File: src/rtl/dtp_pkg.sv
// Shared types and helpers for the dtp array controller.
package dtp_pkg;

  typedef enum logic [1:0] {
    IDLE  = 2'd0,
    RUN   = 2'd1,
    DRAIN = 2'd2
  } dtp_state_e;

  localparam int DEF_RES_WIDTH = 16;

  // Channel-id tag width; a single channel still gets a 1-bit tag.
  function automatic int ch_w(input int n);
    return (n > 1) ? $clog2(n) : 1;
  endfunction

endpackage

File: src/rtl/dtp_array_ctrl_if.sv
// Host, core and result-FIFO signals of the dtp array controller.
interface dtp_array_ctrl_if #(
  parameter int NUM_DTP   = 4,
  parameter int RES_WIDTH = dtp_pkg::DEF_RES_WIDTH,
  parameter int CNT_WIDTH = 16
);
  import dtp_pkg::*;
  localparam int CH_W = ch_w(NUM_DTP);

  logic                                i_start;
  logic                                i_end;
  logic [NUM_DTP-1:0]                  i_ch_en;
  logic [NUM_DTP-1:0]                  o_dtp_start;
  logic [NUM_DTP-1:0]                  o_dtp_end;
  logic [NUM_DTP-1:0]                  i_dtp_fin;
  logic [NUM_DTP-1:0]                  i_ch_res_we;
  logic [NUM_DTP-1:0][RES_WIDTH-1:0]   i_ch_res_dout;
  logic [NUM_DTP-1:0]                  o_ch_res_full;
  logic                                i_res_fifo_is_full;
  logic                                o_res_fifo_we;
  logic [CH_W+RES_WIDTH-1:0]           o_res_fifo_dout;
  logic                                o_fin;
  logic                                o_busy;
  logic [CNT_WIDTH-1:0]                o_res_cnt;
  logic                                o_err_ovf;

  modport slave (
    input  i_start, i_end, i_ch_en, i_dtp_fin, i_ch_res_we, i_ch_res_dout, i_res_fifo_is_full,
    output o_dtp_start, o_dtp_end, o_ch_res_full, o_res_fifo_we, o_res_fifo_dout,
           o_fin, o_busy, o_res_cnt, o_err_ovf
  );

  modport master (
    output i_start, i_end, i_ch_en, i_dtp_fin, i_ch_res_we, i_ch_res_dout, i_res_fifo_is_full,
    input  o_dtp_start, o_dtp_end, o_ch_res_full, o_res_fifo_we, o_res_fifo_dout,
           o_fin, o_busy, o_res_cnt, o_err_ovf
  );

endinterface

File: src/rtl/dtp_rr_arbiter.sv
// Round-robin arbiter: search starts one past the last granted id.
module dtp_rr_arbiter #(
  parameter int N  = 4,
  parameter int IW = dtp_pkg::ch_w(N)
) (
  input  logic          clk,
  input  logic          rst_n,
  input  logic [N-1:0]  req,
  input  logic          en,
  output logic [N-1:0]  gnt,
  output logic [IW-1:0] gnt_id
);
  logic [IW-1:0] ptr;

  // First requester after ptr (wrapping) wins; nothing granted while disabled.
  always_comb begin
    int          idx;
    logic [IW-1:0] sel;
    logic        hit;
    gnt    = '0;
    gnt_id = '0;
    hit    = 1'b0;
    idx    = 0;
    sel    = '0;
    for (int k = 1; k <= N; k++) begin
      idx = int'(ptr) + k;
      if (idx >= N) idx = idx - N;
      sel = IW'(idx);
      if (en && !hit && req[sel]) begin
        hit      = 1'b1;
        gnt[sel] = 1'b1;
        gnt_id   = sel;
      end
    end
  end

  // Remember the last winner so it becomes lowest priority next time.
  always_ff @(posedge clk or negedge rst_n) begin
    if (!rst_n)    ptr <= IW'(N - 1);
    else if (|gnt) ptr <= gnt_id;
  end

endmodule

File: src/rtl/dtp_array_ctrl.sv
// Controller for NUM_DTP parallel dtp cores: start/end broadcast,
// per-channel result buffering and round-robin merge into one FIFO.
module dtp_array_ctrl #(
  parameter int NUM_DTP   = 4,
  parameter int RES_WIDTH = dtp_pkg::DEF_RES_WIDTH,
  parameter int CNT_WIDTH = 16
) (
  input logic             clk,
  input logic             rst_n,
  dtp_array_ctrl_if.slave bus
);
  import dtp_pkg::*;
  localparam int CH_W = ch_w(NUM_DTP);

  dtp_state_e                        state, state_nx;
  logic [NUM_DTP-1:0]                mask, act, vld, gnt, cap;
  logic [NUM_DTP-1:0][RES_WIDTH-1:0] dat;
  logic [CH_W-1:0]                   gnt_id;
  logic [NUM_DTP-1:0]                start_d, end_d;
  logic                              fin_d, start_ok, drained, ovf_hit;
  logic [CNT_WIDTH-1:0]              res_cnt;
  logic                              err_ovf;

  // Writes are only honoured from enabled channels while a run is active.
  assign act      = (state != IDLE) ? mask : '0;
  assign start_ok = bus.i_start && (|bus.i_ch_en);
  assign cap      = bus.i_ch_res_we & act & (~vld | gnt);
  assign ovf_hit  = |(bus.i_ch_res_we & act & vld & ~gnt);
  assign drained  = (vld == '0) && ((bus.i_ch_res_we & mask) == '0);

  dtp_rr_arbiter #(.N(NUM_DTP), .IW(CH_W)) u_arb (
    .clk    (clk),
    .rst_n  (rst_n),
    .req    (vld),
    .en     (!bus.i_res_fifo_is_full),
    .gnt    (gnt),
    .gnt_id (gnt_id)
  );

  assign bus.o_ch_res_full   = vld & ~gnt;
  assign bus.o_res_fifo_we   = |gnt;
  assign bus.o_res_fifo_dout = (|gnt) ? {gnt_id, dat[gnt_id]} : '0;
  assign bus.o_busy          = (state != IDLE);
  assign bus.o_res_cnt       = res_cnt;
  assign bus.o_err_ovf       = err_ovf;

  // One-entry buffer per channel; a capture on a granted slot refills it.
  always_ff @(posedge clk or negedge rst_n) begin
    if (!rst_n) begin
      vld <= '0;
      dat <= '0;
    end else begin
      for (int c = 0; c < NUM_DTP; c++) begin
        if (cap[c]) begin
          vld[c] <= 1'b1;
          dat[c] <= bus.i_ch_res_dout[c];
        end else if (gnt[c]) begin
          vld[c] <= 1'b0;
        end
      end
    end
  end

  // Run mask, result counter (saturating) and sticky overflow flag.
  always_ff @(posedge clk or negedge rst_n) begin
    if (!rst_n) begin
      mask    <= '0;
      res_cnt <= '0;
      err_ovf <= 1'b0;
    end else if (state == IDLE && start_ok) begin
      mask    <= bus.i_ch_en;
      res_cnt <= '0;
      err_ovf <= 1'b0;
    end else begin
      if ((|gnt) && !(&res_cnt)) res_cnt <= res_cnt + 1'b1;
      if (ovf_hit)               err_ovf <= 1'b1;
    end
  end

  // FSM state register.
  always_ff @(posedge clk or negedge rst_n) begin
    if (!rst_n) state <= IDLE;
    else        state <= state_nx;
  end

  // FSM next state.
  always_comb begin
    state_nx = state;
    case (state)
      IDLE:    if (start_ok) state_nx = RUN;
      RUN:     if (bus.i_end && ((bus.i_dtp_fin & mask) == mask)) state_nx = DRAIN;
      DRAIN:   if (drained) state_nx = IDLE;
      default: state_nx = IDLE;
    endcase
  end

  // FSM outputs, computed one cycle ahead and registered below.
  always_comb begin
    start_d = '0;
    end_d   = '0;
    fin_d   = 1'b0;
    case (state)
      IDLE:    if (bus.i_start) begin
                 if (|bus.i_ch_en) start_d = bus.i_ch_en;
                 else              fin_d   = 1'b1;
               end
      RUN:     end_d = mask & {NUM_DTP{bus.i_end}};
      DRAIN:   if (drained) fin_d = 1'b1;
               else         end_d = mask;
      default: ;
    endcase
  end

  // Registered core strobes and finish pulse.
  always_ff @(posedge clk or negedge rst_n) begin
    if (!rst_n) begin
      bus.o_dtp_start <= '0;
      bus.o_dtp_end   <= '0;
      bus.o_fin       <= 1'b0;
    end else begin
      bus.o_dtp_start <= start_d;
      bus.o_dtp_end   <= end_d;
      bus.o_fin       <= fin_d;
    end
  end

endmodule

File: src/flat_wrapper.sv
// flat-port wrapper written by rule: the top's interface ports become plain ports
module dtp_array_ctrl_flat import dtp_pkg::*;
#(
  parameter int NUM_DTP   = 4,
  parameter int RES_WIDTH = dtp_pkg::DEF_RES_WIDTH,
  parameter int CNT_WIDTH = 16
)
  (clk, rst_n, bus_i_start, bus_i_end, bus_i_ch_en, bus_i_dtp_fin, bus_i_ch_res_we, bus_i_ch_res_dout, bus_i_res_fifo_is_full, bus_o_dtp_start, bus_o_dtp_end, bus_o_ch_res_full, bus_o_res_fifo_we, bus_o_res_fifo_dout, bus_o_fin, bus_o_busy, bus_o_res_cnt, bus_o_err_ovf);
  dtp_array_ctrl_if #(.NUM_DTP(NUM_DTP), .RES_WIDTH(RES_WIDTH), .CNT_WIDTH(CNT_WIDTH)) bus_i ();
  input logic clk;
  input logic rst_n;
  input wire logic [$bits(bus_i.i_start)-1:0] bus_i_start;
  input wire logic [$bits(bus_i.i_end)-1:0] bus_i_end;
  input wire logic [$bits(bus_i.i_ch_en)-1:0] bus_i_ch_en;
  input wire logic [$bits(bus_i.i_dtp_fin)-1:0] bus_i_dtp_fin;
  input wire logic [$bits(bus_i.i_ch_res_we)-1:0] bus_i_ch_res_we;
  input wire logic [$bits(bus_i.i_ch_res_dout)-1:0] bus_i_ch_res_dout;
  input wire logic [$bits(bus_i.i_res_fifo_is_full)-1:0] bus_i_res_fifo_is_full;
  output wire logic [$bits(bus_i.o_dtp_start)-1:0] bus_o_dtp_start;
  output wire logic [$bits(bus_i.o_dtp_end)-1:0] bus_o_dtp_end;
  output wire logic [$bits(bus_i.o_ch_res_full)-1:0] bus_o_ch_res_full;
  output wire logic [$bits(bus_i.o_res_fifo_we)-1:0] bus_o_res_fifo_we;
  output wire logic [$bits(bus_i.o_res_fifo_dout)-1:0] bus_o_res_fifo_dout;
  output wire logic [$bits(bus_i.o_fin)-1:0] bus_o_fin;
  output wire logic [$bits(bus_i.o_busy)-1:0] bus_o_busy;
  output wire logic [$bits(bus_i.o_res_cnt)-1:0] bus_o_res_cnt;
  output wire logic [$bits(bus_i.o_err_ovf)-1:0] bus_o_err_ovf;
  assign bus_i.i_start = bus_i_start;
  assign bus_i.i_end = bus_i_end;
  assign bus_i.i_ch_en = bus_i_ch_en;
  assign bus_i.i_dtp_fin = bus_i_dtp_fin;
  assign bus_i.i_ch_res_we = bus_i_ch_res_we;
  assign bus_i.i_ch_res_dout = bus_i_ch_res_dout;
  assign bus_i.i_res_fifo_is_full = bus_i_res_fifo_is_full;
  assign bus_o_dtp_start = bus_i.o_dtp_start;
  assign bus_o_dtp_end = bus_i.o_dtp_end;
  assign bus_o_ch_res_full = bus_i.o_ch_res_full;
  assign bus_o_res_fifo_we = bus_i.o_res_fifo_we;
  assign bus_o_res_fifo_dout = bus_i.o_res_fifo_dout;
  assign bus_o_fin = bus_i.o_fin;
  assign bus_o_busy = bus_i.o_busy;
  assign bus_o_res_cnt = bus_i.o_res_cnt;
  assign bus_o_err_ovf = bus_i.o_err_ovf;
  dtp_array_ctrl #(.NUM_DTP(NUM_DTP), .RES_WIDTH(RES_WIDTH), .CNT_WIDTH(CNT_WIDTH)) u_core (.clk(clk), .rst_n(rst_n), .bus(bus_i));
endmodule
File: config.mk
export PLATFORM = sky130hd
export DESIGN_NAME = dtp_array_ctrl_flat
export DESIGN_NICKNAME = d
export VERILOG_FILES = /design/src/rtl/dtp_pkg.sv /design/src/rtl/dtp_array_ctrl_if.sv /design/src/rtl/dtp_rr_arbiter.sv /design/src/rtl/dtp_array_ctrl.sv /design/src/flat_wrapper.sv
export SDC_FILE = /design/constraint.sdc
export NUM_CORES = 1
export LEC_CHECK = 0
export CAP_MARGIN = 20
export CELL_PAD_IN_SITES_DETAIL_PLACEMENT = 0
export CELL_PAD_IN_SITES_GLOBAL_PLACEMENT = 1
export CORE_MARGIN = 2
export CORE_UTILIZATION = 41
export CTS_CLUSTER_DIAMETER = 30
export CTS_CLUSTER_SIZE = 14
export DETAILED_ROUTE_END_ITERATION = 16
export GPL_TIMING_DRIVEN = 0
export PLACE_DENSITY = 0.86
export RECOVER_POWER = 50
export SLEW_MARGIN = 20
export SYNTH_ARGS = -nofsm -noshare
export SYNTH_HDL_FRONTEND = slang
export SYNTH_SLANG_ARGS = --single-unit
export TNS_END_PERCENT = 10
File: constraint.sdc
create_clock -name clk -period 8.8 [get_ports clk]
set_input_delay 1.32 -clock clk [delete_from_list [all_inputs] [get_ports clk]]
set_output_delay 1.32 -clock clk [all_outputs]
set_load 0.02 [all_outputs]
==> impl_metrics.json, run 1 <==
{
  "hold_path_class": "reg -> reg",
  "ir_drop_uv": 180.1,
  "synth_mux_area_frac": 0.2073,
  "postCtsSetupRepairBufs": 0,
  "grt_pass1_vias": 4101,
  "avgSynthCellArea_um2": 11.70,
  "drt_iter0_drc": 201,
  "ctsLongestPathBuffers": 2,
  "violations": "capacitance limit, slew limit",
  "nFillCells": 1022,
  "cts-buffers-inserted": 9,
  "setup_tns_ps": 0,
  "leakage_nw": 2.988,
  "ys_warn_count": 0,
  "dp.final_hpwl_mm": 9.724,
  "synth_top_family_by_area": "multiplexers",
  "slowest_delay_ps": 630,
  "cp_max_fo": 10,
  "max_cap_viol_count": 1,
  "die_w_um": 115.5,
  "synth.distinct_cells": 49,
  "first_pass_iters": 6,
  "fmax_mhz": 163.0,
  "crit_type": "reg -> out",
  "synth_flop_cell": "dfrtp_1",
  "crit_family": "buffers and inverters",
  "ys_seq_elements": 102,
  "num_antenna_cells": 0,
  "final.min_clock_period_ps": 6136,
  "crit_top_cell": "nor2_1",
  "numClockSinks": 102,
  "wirelength_mm": 13.41,
  "syn_area_mm2": 0.005101,
  "crit_required_ps": 7480,
  "status": "finished with violations",
  "clock_skew_ps": 9.089,
  "synth_compound_area_frac": 0.1141,
  "synth_edf_count": 0,
  "critPathSlowestCell": "clkdlybuf4s50_1",
  "grt_pass1_wl_mm": 21.19,
  "routedWlPerCell_um": 17.91,
  "synth_fa_ha_area_frac": 0.02698,
  "yosys.area_share.simple": 0.1123,
  "start_util": 0.4229,
  "cp_cell_sequence": "buf_6 -> inv_1 -> ha_1 -> clkbuf_2 -> mux4_2 -> nand2b_4 -> a21oi_1 -> o221ai_1 -> buf_2 -> nor2_1 -> clkbuf_1 -> a222oi_1 -> nor2_1 -> clkdlybuf4s50_1",
  "rsz0062_at_grt": "false",
  "die_h_um": 115.5,
  "cp-start-kind": "flip-flop",
  "ios": 131,
  "syn-num-nets": 528,
  "drive_above_1_share": 0.2083,
  "core_mm2": 0.01206,
  "routed_via_density": 5.374,
  "die_area_mm2": 0.01335,
  "layout.nets": 670,
  "hold_viol": 0,
  "power_per_cell_area_mw_per_mm2": 382.2,
  "clkSlewWorstSetupHoldPaths_ps": 60,
  "finalSetupViolations": 0,
  "overflow": 0,
  "final_antenna_net_count": 0,
  "slew_headroom": -1.760,
  "fin_crit_sh": 0.6973,
  "grt_max_degree": 77,
  "cts_tree": "done",
  "drv_slew": 77,
  "final.hold.worst_slack_ps": 504.5,
  "async_flop_share": 1.000,
  "vias": 4025,
  "drt_drc_violations_left": 0,
  "antenna_found_initial": 0,
  "ys_seq_area_frac": 0.5009,
  "critPathBufInv": 6,
  "clock_latency_ps": 350,
  "worstPathArrival_ps": 4820,
  "h-tree-depth": 3,
  "end_kind": "output pin",
  "root_buffer": "clkbuf_16",
  "synth_xor_area_frac": 0.001717,
  "area_delta_synth_final_pct": 35.05,
  "rows": 40,
  "cts_hold_buf": 0,
  "grt_use_total": 0.2065,
  "synth_cells": 436,
  "place.port_buffers": 130,
  "tightest_slew_ps": 4140,
  "cts_resized": 0,
  "gp_congestion": 0.7985
}
registers in the layout, indices dropped and copies added, names as in the netlist:
register                flops
u_core.dat                 64
u_core.state                2
u_core.bus.o_dtp_end        4
u_core.u_arb.ptr            2
u_core.vld                  4
u_core.bus.o_res_cnt       16
u_core.mask                 4
u_core.bus.o_dtp_start      4
u_core.bus.o_err_ovf        1
u_core.bus.o_fin            1
kinds of logic (layout without fill, tap and decap cells):
group	count (synthesis)	after routing
AOI/OAI and AO/OA	80	80
DFF	102	102
buffers and inverters	38	183
adders and majority gates	11	11
xor gates and xnor gates	1	1
muxes	90	90
and+or+nand+nor	114	114
layer usage:
layer / wire [µm] / track usage / vias to the layer above
met4: 349 / 0.08353 / 0
li1: - / - / 1888
met2: 6711 / 0.3423 / 105
met1: 5777 / 0.2653 / 2008
met5: 0 / 0 / -
met3: 573 / 0.04236 / 24
worst paths after layout:
path / start / slack (ps) / endpoint / cells past startpoint
worst min-delay path: u_core.dat[13] / 500 / u_core.dat[13] / 1
min in group asynchronous: rst_n / 1280 / u_core.bus.o_dtp_end[3] / 1
worst min register to register: u_core.dat[13] / 500 / u_core.dat[13] / 1
max in group asynchronous: rst_n / 2940 / u_core.dat[30] / 2
worst max register to register: u_core.u_arb.ptr[0] / 4870 / u_core.dat[6] / 12
worst max-delay path: u_core.u_arb.ptr[0] / 2660 / bus_o_res_fifo_dout[9] / 14
cell usage in the layout (no fill, tap or decap), drive strengths merged, types with 2 or more instances in the layout:
cell type / netlist / final
or4: 6 / 6
inv: 18 / 19
nor4: 2 / 2
clkbuf: 7 / 20
and4: 2 / 2
nand4: 2 / 2
nand3: 7 / 7
o221ai: 2 / 2
buf: 13 / 13
nor2b: 3 / 3
o31ai: 4 / 4
ha: 11 / 11
clkdlybuf4s50: 0 / 117
dfrtp: 100 / 100
or3: 5 / 5
a21o: 6 / 6
a31o: 3 / 3
and3: 9 / 9
a222oi: 19 / 19
dfstp: 2 / 2
o21ai: 16 / 16
mux2i: 4 / 4
and2: 6 / 6
nor2: 31 / 31
a22oi: 2 / 2
a21oi: 17 / 17
nand2: 37 / 37
mux2: 82 / 82
nand2b: 2 / 2
dlygate4sd3: 0 / 12
a41o: 2 / 2
mux4: 4 / 4
final cells by class:
cell class,count,area [µm²],share of cell area
clock inverter,3,46.29,0.006720
clock buffer,11,232.7,0.03378
buffer,20,120.1,0.01744
inverter,18,67.56,0.009807
tap,168,210.2,0.03051
multi-input combinational,296,2359,0.3424
sequential,102,2555,0.3709
timing repair buffer,131,1299,0.1885
Yosys cell counts (2+ instances only):
| cell | instances | share of area |
|---|---|---|
| a21oi_1 | 17 | 0.017 |
| nand2_2 | 3 | 0.0037 |
| o221ai_1 | 2 | 0.0034 |
| mux4_2 | 3 | 0.013 |
| ha_1 | 11 | 0.027 |
| or3_1 | 5 | 0.0061 |
| a222oi_1 | 19 | 0.037 |
| nor4_1 | 2 | 0.0025 |
| buf_4 | 4 | 0.0059 |
| nand3_1 | 7 | 0.0069 |
| nor2b_1 | 3 | 0.0037 |
| o31ai_1 | 4 | 0.0059 |
| buf_6 | 3 | 0.0066 |
| nand2_1 | 34 | 0.025 |
| and4_1 | 2 | 0.0034 |
| clkbuf_1 | 6 | 0.0044 |
| nand4_1 | 2 | 0.0025 |
| buf_2 | 5 | 0.0049 |
| a41o_1 | 2 | 0.0039 |
| a31o_2 | 3 | 0.0052 |
| dfrtp_1 | 100 | 0.49 |
| or4_1 | 6 | 0.0088 |
| a22oi_1 | 2 | 0.0029 |
| mux2i_1 | 4 | 0.0078 |
| inv_1 | 18 | 0.013 |
| and2_1 | 6 | 0.0074 |
| mux2_2 | 82 | 0.18 |
| o21ai_0 | 16 | 0.016 |
| nor2_1 | 31 | 0.023 |
| dfstp_2 | 2 | 0.010 |
| a21o_1 | 6 | 0.0088 |
| and3_1 | 9 | 0.011 |
per-stage QoR:
step / power, mW / cell area [µm²] / setup WS (ps) / utilization / instances
after floorplan: 1.727 / 5101 / 3967 / - / 436
after global placement: 2.218 / 6613 / 2590 / 0.5482 / 734
after detailed placement: 2.253 / 6641 / 2894 / 0.5506 / 735
after CTS: 2.657 / 6920 / 2644 / 0.5738 / 749
after global routing: 2.811 / 6889 / 1792 / 0.5712 / 749
final: 2.633 / 6889 / 2664 / 0.5712 / 749
where the power goes:
| part | internal [mW] | switching (mW) | leakage (nW) |
|---|---|---|---|
| Sequential | 0.664 | 0.121 | 1.27 |
| Combinational | 0.696 | 0.762 | 1.59 |
| Clock | 0.219 | 0.171 | 0.132 |
| Total | 1.58 | 1.05 | 2.99 |
Power figures use the tool's default switching activity.
==> run 2, diff against run 1 <==
--- a/config.mk
+++ b/config.mk
@@ -9,12 +9,12 @@
 export CELL_PAD_IN_SITES_DETAIL_PLACEMENT = 0
 export CELL_PAD_IN_SITES_GLOBAL_PLACEMENT = 1
 export CORE_MARGIN = 2
-export CORE_UTILIZATION = 41
+export CORE_UTILIZATION = 35
 export CTS_CLUSTER_DIAMETER = 30
 export CTS_CLUSTER_SIZE = 14
 export DETAILED_ROUTE_END_ITERATION = 16
 export GPL_TIMING_DRIVEN = 0
-export PLACE_DENSITY = 0.86
+export PLACE_DENSITY = 0.78
 export RECOVER_POWER = 50
 export SLEW_MARGIN = 20
 export SYNTH_ARGS = -nofsm -noshare
==> constraint.sdc (replaced) <==
create_clock -name clk -period 5.3 [get_ports clk]
set_input_delay 0.795 -clock clk [delete_from_list [all_inputs] [get_ports clk]]
set_output_delay 0.795 -clock clk [all_outputs]
set_load 0.02 [all_outputs]
==> run 2 against run 1 <==
Compared with the run above:
- the run still ends with capacitance limit, slew limit left
- non-clock buffer count up 6
- clock power rose by 79%
- sequential power is 64% higher
- total power rose by 70%
- final cell count rose by 3.2%
- flip-flop and latch count did not move
- first-iteration DRC count increased by 46%
- die area grew 17%
- routed wire length is 0.66% higher
- global-route usage is 3.1 points lower
- critical path depth did not move
- worst hold slack improved by 1.1 ps
- largest cell class unchanged
==> impl_metrics.json, run 2 (synthesis results as in run 1) <==
{
  "power_per_cell_area_mw_per_mm2": 634.3,
  "routedWlPerCell_um": 17.46,
  "antenna_found_initial": 0,
  "grt_pass1_vias": 4188,
  "cp_max_fo": 10,
  "cts_tree": "done",
  "num_antenna_cells": 0,
  "crit_family": "buffers and inverters",
  "crit_required_ps": 4510,
  "area_delta_synth_final_pct": 38.36,
  "start_util": 0.3550,
  "rows": 44,
  "critPathSlowestCell": "dfstp_2",
  "grt_max_degree": 57,
  "violations": "capacitance limit, slew limit",
  "die_area_mm2": 0.01556,
  "drv_slew": 48,
  "fin_util": 0.4912,
  "hold_viol": 0,
  "clkSlewWorstSetupHoldPaths_ps": 70,
  "layout_common_cells": "106 x clkdlybuf4s50_1, 100 x dfrtp_1, 82 x mux2_2",
  "dp.final_hpwl_mm": 10.07,
  "place.port_buffers": 130,
  "ir_drop_uv": 273.9,
  "h-tree-depth": 3,
  "root_buffer": "clkbuf_16",
  "gp_congestion": 0.8098,
  "clock_skew_ps": 9.622,
  "finalPower_mw": 4.477,
  "final_antenna_net_count": 0,
  "grt_use_total": 0.1755,
  "tightest_slew_ps": 2561,
  "hold_path_class": "reg -> reg",
  "largest_register": "u_core.dat",
  "worstPathArrival_ps": 4360,
  "finalSetupViolations": 0,
  "cts_hold_buf": 0,
  "max_cap_viol_count": 1,
  "ctsLongestPathBuffers": 2,
  "drt_drc_violations_left": 0,
  "routed_via_density": 5.201,
  "status": "finished with violations",
  "slowest_delay_ps": 570,
  "core_mm2": 0.01437,
  "fin_crit_sh": 0.9718,
  "cts-buffers-inserted": 9,
  "cp_cell_sequence": "buf_6 -> inv_1 -> ha_1 -> clkbuf_2 -> mux4_2 -> nand2b_4 -> nor3_4 -> mux2i_2 -> buf_4 -> nor2b_4 -> buf_2 -> a222oi_1 -> nor2_1 -> clkdlybuf4s50_1",
  "end_kind": "output pin",
  "leakage_nw": 3.232,
  "clock_latency_ps": 350,
  "critPathBufInv": 6,
  "nFillCells": 1304,
  "largest_register_ffs": 64,
  "grt_pass1_wl_mm": 21.87,
  "fmax_mhz": 194.1,
  "drive_above_1_share": 0.2360,
  "overflow": 0,
  "first_pass_iters": 5,
  "layout_commonest_cell": "clkdlybuf4s50_1",
  "die_h_um": 124.7,
  "drt_iter0_drc": 294,
  "cp-start-kind": "flip-flop",
  "die_w_um": 124.7,
  "layout.nets": 676,
  "wirelength_mm": 13.50,
  "final.min_clock_period_ps": 5151,
  "vias": 4020,
  "ios": 131,
  "slew_headroom": -0.7075,
  "crit_type": "reg -> out",
  "rsz0062_at_grt": "true",
  "numClockSinks": 102
}
==> run 2: cell count changes in the layout (fill, tap and decap cells not counted), moves of 2 or more <==
cell and change:
clkdlybuf4s50_1 -11, dlymetal6s2s_1 +11, buf_4 +8, clkbuf_1 -7, clkbuf_2 +3, buf_2 -2
clkbuf_4 +2
==> run 2: cell type report <==
| type | instances | area, µm² | share of cell area |
|---|---|---|---|
| timing repair buffer | 137 | 1373 | 0.1945 |
| multi-input combinational | 296 | 2377 | 0.3368 |
| buffer | 20 | 135.1 | 0.01915 |
| clock buffer | 10 | 239.0 | 0.03386 |
| clock inverter | 6 | 81.33 | 0.01152 |
| inverter | 18 | 67.56 | 0.009573 |
| sequential | 102 | 2555 | 0.3620 |
| tap | 184 | 230.2 | 0.03262 |
==> run 2: power by group <==
part           internal (mW)  switching, mW
combinational           1.20           1.29
clock                  0.387          0.310
sequential              1.10          0.191
total                   2.69           1.79
==> run 2: per-layer routing <==
layer / wire (µm) / track usage
met1: 5841 / 0.2254
met4: 258 / 0.06543
met3: 462 / 0.02320
met2: 6937 / 0.3018
met5: 0 / 0
==> run 2: through the flow <==
step | setup WS, ps | hold slack [ps] | setup TNS [ps] | cell area (µm²) | std cells
5_1_grt | -136.8 | 517.0 | -136.8 | 7058 | 773
4_1_cts | -7.415 | 382.0 | -10.86 | 6993 | 767
3_5_place_dp | 71.72 | 487.7 | 0 | 6661 | 751
2_1_floorplan | 992.0 | 473.6 | 0 | 5101 | 436
6_report | 149.3 | 505.6 | 0 | 7058 | 773
3_3_place_gp | -417.4 | 482.3 | -40940 | 6633 | 750
==> run 2: worst paths after layout <==
check	depth (start not counted)	slack (ps)	startpoint	endpoint
min in group asynchronous	1	1230	rst_n	u_core.bus.o_dtp_start[2]
max in group asynchronous	2	1630	rst_n	u_core.dat[16]
max	14	150	u_core.u_arb.ptr[0]	bus_o_res_fifo_dout[13]
min	1	510	u_core.dat[48]	u_core.dat[48]
min reg2reg	1	510	u_core.dat[48]	u_core.dat[48]
max reg2reg	13	1360	u_core.u_arb.ptr[0]	u_core.dat[44]
==> run 2: repair_timing <==
item                       CTS  global route
setup buffers                0             6
gates resized for setup      6            22
hold endpoints to repair     0             0
pin swaps                    0             3
setup endpoints to repair   16            17
==> run 3, diff against run 2 <==
--- a/config.mk
+++ b/config.mk
@@ -14,6 +14,7 @@
 export CTS_CLUSTER_SIZE = 14
 export DETAILED_ROUTE_END_ITERATION = 16
 export GPL_TIMING_DRIVEN = 0
+export HOLD_SLACK_MARGIN = 0.03
 export PLACE_DENSITY = 0.78
 export RECOVER_POWER = 50
 export SLEW_MARGIN = 20
==> results of run 3 <==
Final layout, timing and power as in run 2 (identical DEF).
